`config.mk`:
```
export PLATFORM = sky130hd
export DESIGN_NAME = ag_video_fetch_flat
export DESIGN_NICKNAME = d
export VERILOG_FILES = /design/src/rtl/ag_video_fetch_if.sv /design/src/rtl/ag_video_fetch.sv /design/src/flat_wrapper.sv
export SDC_FILE = /design/constraint.sdc
export NUM_CORES = 1
export LEC_CHECK = 0
export BUFFER_PORTS_ARGS = -buffer_cell sky130_fd_sc_hd__buf_2
export CAP_MARGIN = 20
export CORE_UTILIZATION = 54
export DETAILED_ROUTE_END_ITERATION = 12
export PLACE_DENSITY_LB_ADDON = 0.25
export REMOVE_ABC_BUFFERS = 1
export SLEW_MARGIN = 0
export SYNTH_ARGS = -nofsm -noshare
export SYNTH_HDL_FRONTEND = slang
export SYNTH_SLANG_ARGS = --single-unit
```
`constraint.sdc`:
```
create_clock -name CLK -period 2.9 [get_ports CLK]
set_input_delay 0 -clock CLK [delete_from_list [all_inputs] [get_ports CLK]]
set_output_delay 0 -clock CLK [all_outputs]
set_load 0.05 [all_outputs]
```
`src/rtl/ag_video_fetch_if.sv`:
```
// ag_video_fetch_if: timing, video-RAM port and pixel FIFO signals of the video fetch block
interface ag_video_fetch_if;
    logic        FRAME_START;
    logic        LINE_START;
    logic [13:0] BASE;
    logic [13:0] RAM_AB;
    logic        RAM_CS;
    logic [15:0] RAM_DO;
    logic [15:0] PIX_DATA;
    logic        PIX_VALID;
    logic        PIX_RD;
    logic        LINE_DONE;
    logic        LATE;
    logic        UNDERRUN;
    modport master (
        input  FRAME_START, LINE_START, BASE, RAM_DO, PIX_RD,
        output RAM_AB, RAM_CS, PIX_DATA, PIX_VALID, LINE_DONE, LATE, UNDERRUN
    );
    modport slave (
        output FRAME_START, LINE_START, BASE, RAM_DO, PIX_RD,
        input  RAM_AB, RAM_CS, PIX_DATA, PIX_VALID, LINE_DONE, LATE, UNDERRUN
    );
endinterface

```
`src/rtl/ag_video_fetch.sv`:
```
// ag_video_fetch: per-scanline video RAM reader feeding a show-ahead pixel FIFO
module ag_video_fetch #(
    parameter int WORDS_PER_LINE = 16,
    parameter int LINES          = 256,
    parameter int FIFO_DEPTH     = 4
) (
    input logic CLK,
    input logic RST_N,
    ag_video_fetch_if.master v
);
    localparam int AW = $clog2(FIFO_DEPTH);
    localparam int CW = AW + 1;
    localparam int LW = $clog2(LINES + 1);
    localparam int WW = $clog2(WORDS_PER_LINE + 1);

    typedef enum logic [1:0] {IDLE, FETCH, TAIL} state_t;

    state_t          state;
    logic [13:0]     frame_base;
    logic [13:0]     ram_ab;
    logic            ram_cs;
    logic [LW-1:0]   line_idx;
    logic [WW-1:0]   word_idx;
    logic [WW-1:0]   pop_cnt;
    logic [15:0]     mem [FIFO_DEPTH];
    logic [AW-1:0]   rd_ptr;
    logic [AW-1:0]   wr_ptr;
    logic [CW-1:0]   count;
    logic            issued;
    logic            late;
    logic            underrun;
    logic            pop;
    logic            issue;
    logic            last;
    logic            late_hit;
    logic            flush;
    int              skip_idx;
    logic [13:0]     cur_base;
    logic [13:0]     skip_base;

    function automatic logic [13:0] base_of(input logic [13:0] fb, input int idx);
        return fb + 14'(idx * WORDS_PER_LINE);
    endfunction

    always_comb begin
        pop       = v.PIX_RD && count != '0;
        issue     = state == FETCH && int'(count) + int'(issued) - int'(pop) < FIFO_DEPTH;
        last      = int'(word_idx) == WORDS_PER_LINE - 1;
        late_hit  = v.LINE_START && state != IDLE;
        flush     = v.FRAME_START || late_hit;
        skip_idx  = int'(line_idx) + 2;
        cur_base  = base_of(frame_base, int'(line_idx));
        skip_base = base_of(frame_base, skip_idx);
    end

    assign v.RAM_AB    = ram_ab;
    assign v.RAM_CS    = ram_cs;
    assign v.PIX_VALID = count != '0;
    assign v.PIX_DATA  = count != '0 ? mem[rd_ptr] : '0;
    assign v.LINE_DONE = pop && int'(pop_cnt) == WORDS_PER_LINE - 1;
    assign v.LATE      = late;
    assign v.UNDERRUN  = underrun;

    // a stray write during a flush lands in a slot the reset pointers treat as empty
    always_ff @(posedge CLK)
        if (issued) mem[wr_ptr] <= v.RAM_DO;

    always_ff @(posedge CLK or negedge RST_N) begin
        if (!RST_N) begin
            state      <= IDLE;
            ram_cs     <= 1'b0;
            ram_ab     <= '0;
            frame_base <= '0;
            line_idx   <= '0;
            word_idx   <= '0;
            pop_cnt    <= '0;
            rd_ptr     <= '0;
            wr_ptr     <= '0;
            count      <= '0;
            issued     <= 1'b0;
            late       <= 1'b0;
            underrun   <= 1'b0;
        end else begin
            issued <= issue;
            count  <= count + CW'(issued) - CW'(pop);
            if (issued) wr_ptr <= wr_ptr + 1'b1;
            if (pop) begin
                rd_ptr  <= rd_ptr + 1'b1;
                pop_cnt <= int'(pop_cnt) == WORDS_PER_LINE - 1 ? '0 : pop_cnt + 1'b1;
            end
            if (v.PIX_RD && count == '0) underrun <= 1'b1;
            case (state)
                IDLE: if (v.LINE_START && int'(line_idx) < LINES) begin
                    state    <= FETCH;
                    ram_cs   <= 1'b1;
                    ram_ab   <= cur_base;
                    word_idx <= '0;
                end
                FETCH: if (issue) begin
                    word_idx <= word_idx + 1'b1;
                    if (last) begin
                        state    <= TAIL;
                        line_idx <= line_idx + 1'b1;
                    end else begin
                        ram_ab <= ram_ab + 1'b1;
                    end
                end
                default: begin
                    state    <= IDLE;
                    ram_cs   <= 1'b0;
                    word_idx <= '0;
                end
            endcase
            if (flush) begin
                rd_ptr  <= '0;
                wr_ptr  <= '0;
                count   <= '0;
                issued  <= 1'b0;
                pop_cnt <= '0;
            end
            // late pulse: the unfinished line and the slot it announced are both lost
            if (late_hit) begin
                late     <= 1'b1;
                word_idx <= '0;
                line_idx <= skip_idx >= LINES ? LW'(LINES) : LW'(skip_idx);
                state    <= skip_idx >= LINES ? IDLE : FETCH;
                ram_cs   <= skip_idx < LINES;
                ram_ab   <= skip_idx < LINES ? skip_base : ram_ab;
            end
            if (v.FRAME_START) begin
                frame_base <= v.BASE;
                line_idx   <= '0;
                word_idx   <= '0;
                late       <= 1'b0;
                underrun   <= 1'b0;
                state      <= v.LINE_START ? FETCH : IDLE;
                ram_cs     <= v.LINE_START;
                if (v.LINE_START) ram_ab <= v.BASE;
            end
        end
    end
endmodule
```
`src/flat_wrapper.sv`:
```
// flat-port wrapper written by rule: the top's interface ports become plain ports
module ag_video_fetch_flat 
#(
    parameter int WORDS_PER_LINE = 16,
    parameter int LINES          = 256,
    parameter int FIFO_DEPTH     = 4
)
  (CLK, RST_N, v_FRAME_START, v_LINE_START, v_BASE, v_RAM_DO, v_PIX_RD, v_RAM_AB, v_RAM_CS, v_PIX_DATA, v_PIX_VALID, v_LINE_DONE, v_LATE, v_UNDERRUN);
  ag_video_fetch_if v_i ();
  input logic CLK;
  input logic RST_N;
  input wire logic [$bits(v_i.FRAME_START)-1:0] v_FRAME_START;
  input wire logic [$bits(v_i.LINE_START)-1:0] v_LINE_START;
  input wire logic [$bits(v_i.BASE)-1:0] v_BASE;
  input wire logic [$bits(v_i.RAM_DO)-1:0] v_RAM_DO;
  input wire logic [$bits(v_i.PIX_RD)-1:0] v_PIX_RD;
  output wire logic [$bits(v_i.RAM_AB)-1:0] v_RAM_AB;
  output wire logic [$bits(v_i.RAM_CS)-1:0] v_RAM_CS;
  output wire logic [$bits(v_i.PIX_DATA)-1:0] v_PIX_DATA;
  output wire logic [$bits(v_i.PIX_VALID)-1:0] v_PIX_VALID;
  output wire logic [$bits(v_i.LINE_DONE)-1:0] v_LINE_DONE;
  output wire logic [$bits(v_i.LATE)-1:0] v_LATE;
  output wire logic [$bits(v_i.UNDERRUN)-1:0] v_UNDERRUN;
  assign v_i.FRAME_START = v_FRAME_START;
  assign v_i.LINE_START = v_LINE_START;
  assign v_i.BASE = v_BASE;
  assign v_i.RAM_DO = v_RAM_DO;
  assign v_i.PIX_RD = v_PIX_RD;
  assign v_RAM_AB = v_i.RAM_AB;
  assign v_RAM_CS = v_i.RAM_CS;
  assign v_PIX_DATA = v_i.PIX_DATA;
  assign v_PIX_VALID = v_i.PIX_VALID;
  assign v_LINE_DONE = v_i.LINE_DONE;
  assign v_LATE = v_i.LATE;
  assign v_UNDERRUN = v_i.UNDERRUN;
  ag_video_fetch #(.WORDS_PER_LINE(WORDS_PER_LINE), .LINES(LINES), .FIFO_DEPTH(FIFO_DEPTH)) u_core (.CLK(CLK), .RST_N(RST_N), .v(v_i));
endmodule
```
==> tab_implementation.tex <==
\begin{tabular}{lr}
\hline
Metric & Value \\
\hline
\multicolumn{2}{l}{\textbf{Yosys}} \\
\quad Top cell type's share of synthesized area & 27.6\% \\
\quad Number of unique standard cell types used by synthesis & 65 \\
\quad Syn Inst Count & 624 \\
\quad Library cell with the highest instance count after synthesis & sky130\_fd\_sc\_hd\_\_edfxtp\_1 \\
\quad Number of warning messages in the yosys log & 0 \\
\quad Mapped cell area & 0.00697 mm\^{}2 \\
\quad Number of enable-type register cells in the synthesized netlist & 64 \\
\quad Seq/Total Area, Yosys & 49.1\% \\
\quad Cell type with the highest aggregate area in the netlist & sky130\_fd\_sc\_hd\_\_edfxtp\_1 \\
\quad Mapped Avg Cell Area & 11.2 um\^{}2 \\
\quad Top\_reg\_cell synth & sky130\_fd\_sc\_hd\_\_edfxtp\_1 \\
\quad Cells taking the most area after synthesis & sky130\_fd\_sc\_hd\_\_edfxtp\_1 (28\%), sky130\_fd\_sc\_hd\_\_dfrtp\_1 (22\%), sky130\_fd\_sc\_hd\_\_ha\_1 (6.1\%), sky130\_fd\_sc\_hd\_\_mux4\_2 (5.2\%), sky130\_fd\_sc\_hd\_\_a21oi\_1 (3.1\%) \\
\quad FF+latch count, synth & 124 \\
\quad Share of async-settable or async-resettable flops after synthesis & 48.4\% \\
\quad Leading post-synthesis cells by instance count & sky130\_fd\_sc\_hd\_\_edfxtp\_1 (64), sky130\_fd\_sc\_hd\_\_dfrtp\_1 (60), sky130\_fd\_sc\_hd\_\_nor2\_1 (56), sky130\_fd\_sc\_hd\_\_a21oi\_1 (43), sky130\_fd\_sc\_hd\_\_nand2\_1 (42) \\
\multicolumn{2}{l}{\textbf{STA}} \\
\quad Final critical-path share of the clock period & 95.1\% \\
\quad Final critical path time including I/O delays and setup & 2760 ps \\
\quad Number of max-slew violations in the final report & 0 \\
\quad Final Setup Violations & 0 \\
\quad Clock skew after layout & 8.28 ps \\
\quad Accumulated negative setup slack & 0 ps \\
\quad Final worst slack & 141 ps \\
\quad Actual slew at the worst max-slew pin & 873 ps \\
\quad Peak Freq & 362 MHz \\
\quad Relative slew margins & 41.8\% \\
\quad Hold Violations, Final & 0 \\
\quad Worst slack on hold paths & 59.4 ps \\
\multicolumn{2}{l}{\textbf{Final layout}} \\
\quad Layout-stage area growth over the synthesis result & 23.4\% \\
\quad Share of post-route cells with drive strength above 1 & 23.7\% \\
\quad Total Nets Final & 818 \\
\quad Total inserted antenna cells & 0 \\
\quad Fraction of the core area covered by cells at the end of the flow & 68.2\% \\
\quad Count of placed standard cells in the final layout, fillers left out & 931 \\
\multicolumn{2}{l}{\textbf{Power}} \\
\quad Leakage & 0.00357 uW \\
\quad Power density over the cells & 878 mW/mm\^{}2 \\
\quad IR Drop Worst-Case VDD & 0.000513 V \\
\multicolumn{2}{l}{\textbf{CTS}} \\
\quad Buffers from clock root to sink, at most & 2 \\
\quad Maximum level of the CTS H-tree & 4 \\
\quad CTS Buf Count & 17 \\
\quad Clock root buffer & sky130\_fd\_sc\_hd\_\_clkbuf\_16 \\
\quad TritonCTS clock tree & done \\
\quad Clock sinks & 124 \\
\quad Clock transition at the register clock pins on the worst setup and hold paths after CTS & 60 ps \\
\quad Clock network latency to the later pin of the worst-skew pair & 420 ps \\
\multicolumn{2}{l}{\textbf{Worst setup path}} \\
\quad Data required, critical path & 3210 ps \\
\quad Worst Setup Start Kind & register \\
\quad Largest fanout on the critical path & 6 \\
\quad Category of the worst setup path capture point & register \\
\quad Worst endpoint data arrival time & 3070 ps \\
\quad Type of the setup path with the least slack & register to register \\
\multicolumn{2}{l}{\textbf{Placed design}} \\
\quad Port Buffers & 69 \\
\quad DP HPWL & 11.8 mm \\
\quad RePlAce Congestion & 0.932 \\
\quad Worst setup slack before clock tree synthesis & 66.2 ps \\
\quad Placed cell count & 864 \\
\multicolumn{2}{l}{\textbf{Drt}} \\
\quad DRC violation total after the first TritonRoute iteration & 391 \\
\quad Routed via count & 5545 \\
\quad DRT antenna net count & 0 \\
\quad Number of design rule violations left after detail routing & 0 \\
\quad Number of vias per cell & 5.96 \\
\quad Final wirelength & 17.4 mm \\
\quad Count of TritonRoute iterations in the first routing pass & 5 \\
\quad Average wire per cell in the routed design & 18.7 um \\
\multicolumn{2}{l}{\textbf{Global routing}} \\
\quad Pin count of the biggest net entering global routing & 46 \\
\quad Initial antenna violation count & 0 \\
\quad Total congestion overflow after global routing & 0 \\
\quad Number of global-route vias before repair & 5343 \\
\quad First-pass GRT wire length & 27.2 mm \\
\quad Global-route total usage across every layer & 27.4\% \\
\multicolumn{2}{l}{\textbf{Worst hold path}} \\
\quad Path class of the lowest-slack min-delay path & input pin to asynchronous set/reset pin \\
\multicolumn{2}{l}{\textbf{Flow run}} \\
\quad Max-cap viol count & 0 \\
\multicolumn{2}{l}{\textbf{Floorplanning}} \\
\quad Count of pins on the block boundary & 70 \\
\quad Width of the chip & 116 um \\
\quad Die span in y & 116 um \\
\quad Initial Util & 55.3\% \\
\quad \# rows & 41 \\
\quad Die Footprint & 0.0134 mm\^{}2 \\
\quad Core ar. & 0.0126 mm\^{}2 \\
\multicolumn{2}{l}{\textbf{Status}} \\
\quad Outcome & finished clean \\
\hline
\end{tabular}
-- registers in the layout (all words and copies together), names as in the netlist --
register,flops
u_core.v.UNDERRUN,1
u_core.pop_cnt,5
u_core.v.RAM_CS,1
u_core.frame_base,14
u_core.rd_ptr,2
u_core.v.RAM_AB,14
u_core.state,2
u_core.line_idx,9
u_core.mem,64
u_core.issued,1
u_core.word_idx,5
u_core.v.LATE,1
u_core.wr_ptr,2
u_core.count,3
-- power breakdown --
| group | internal [uW] | total [uW] | leakage, uW | switching (uW) |
|---|---|---|---|---|
| logic | 1090 | 3140 | 0.00195 | 2040 |
| registers | 2060 | 2320 | 0.00134 | 254 |
| clock network | 1280 | 2100 | 0.000283 | 825 |
-- stage by stage --
stage	total power, uW	instance area [um^2]
2_1_floorplan	4430	6840
3_3_place_gp	5240	7620
3_5_place_dp	5320	7620
4_1_cts	7460	8520
5_1_grt	7910	8600
6_report	7550	8600
-- placed cells by master, fill, tap and decap left out, types with 7 or more instances in the layout --
| master | count |
|---|---|
| sky130_fd_sc_hd__buf_2 | 69 |
| sky130_fd_sc_hd__edfxtp_1 | 64 |
| sky130_fd_sc_hd__dfrtp_1 | 60 |
| sky130_fd_sc_hd__nor2_1 | 56 |
| sky130_fd_sc_hd__a21oi_1 | 43 |
| sky130_fd_sc_hd__nand2_1 | 42 |
| sky130_fd_sc_hd__ha_1 | 33 |
| sky130_fd_sc_hd__dlygate4sd3_1 | 32 |
| sky130_fd_sc_hd__o21ai_0 | 31 |
| sky130_fd_sc_hd__buf_4 | 29 |
| sky130_fd_sc_hd__and2_1 | 23 |
| sky130_fd_sc_hd__xor2_1 | 22 |
| sky130_fd_sc_hd__mux2_2 | 19 |
| sky130_fd_sc_hd__o22ai_1 | 17 |
| sky130_fd_sc_hd__clkbuf_16 | 17 |
| sky130_fd_sc_hd__inv_1 | 16 |
| sky130_fd_sc_hd__mux4_2 | 16 |
| sky130_fd_sc_hd__xnor2_1 | 16 |
| sky130_fd_sc_hd__nor3_1 | 12 |
| sky130_fd_sc_hd__nand4_1 | 11 |
| sky130_fd_sc_hd__nand3_1 | 10 |
| sky130_fd_sc_hd__a211oi_1 | 9 |
| sky130_fd_sc_hd__a31oi_1 | 8 |
| sky130_fd_sc_hd__nand2b_1 | 7 |
-- critical path, cell delays in order, from the launching register on --
cell	delay (ps)
sky130_fd_sc_hd__dfrtp_1	390
sky130_fd_sc_hd__ha_2	180
sky130_fd_sc_hd__ha_1	280
sky130_fd_sc_hd__nor3b_2	200
sky130_fd_sc_hd__nand2_1	80
sky130_fd_sc_hd__nor2_1	90
sky130_fd_sc_hd__ha_1	140
sky130_fd_sc_hd__inv_1	40
sky130_fd_sc_hd__a211o_1	230
sky130_fd_sc_hd__and3b_4	220
sky130_fd_sc_hd__nor3_2	180
sky130_fd_sc_hd__mux2_2	360
sky130_fd_sc_hd__a211oi_2	190
sky130_fd_sc_hd__nor2_1	60
-- metal layers --
metal | global-route usage, % | wire [um] | up-vias
met4 | 10.5 | 338 | 0
met1 | 35.2 | 7270 | 2688
met5 | 0 | 0 | -
met2 | 45.9 | 8660 | 251
li1 | - | - | 2578
met3 | 5.75 | 1120 | 28
-- repair_timing --
item,4_1_cts,5_1_grt
resized for setup,0,10
hold buffers,32,0
setup endpoints to repair,0,7
buffers inserted,0,2
hold endpoints to repair,137,0
-- final timing paths --
kind | depth (start not counted) | endpoint | slack [ps] | startpoint
setup / recovery | 13 | u_core.v.RAM_AB[8] | 140 | u_core.count[0]
hold / removal | 2 | u_core.pop_cnt[3] | 60 | RST_N
setup reg to reg | 13 | u_core.v.RAM_AB[8] | 140 | u_core.count[0]
hold reg to reg | 2 | u_core.v.UNDERRUN | 490 | u_core.v.UNDERRUN
max in group asynchronous | 4 | u_core.frame_base[1] | 2030 | RST_N
min in group CLK | 2 | u_core.v.UNDERRUN | 100 | v_FRAME_START
-- cell type report --
class,instances,area [um^2]
Fill cell,965,4020
Sequential cell,124,3420
Multi-Input combinational cell,451,3380
Timing Repair Buffer,133,926
Clock buffer,17,425
Tap cell,172,215
Clock inverter,15,163
Inverter,19,71.3
-- cell families (layout without fill, tap and decap cells) --
| group | count (synthesis) | in the layout | share of synthesized area (%) |
|---|---|---|---|
| simple gates | 181 | 181 | 13.1 |
| flops | 124 | 124 | 49.1 |
| compound gates | 154 | 154 | 14.0 |
| buf+inv | 49 | 184 | 2.96 |
| fa+ha+maj | 37 | 37 | 6.96 |
| xor+xnor | 38 | 38 | 4.77 |
| mux | 41 | 41 | 9.10 |
No activity file was read; power rests on OpenSTA's default activity.
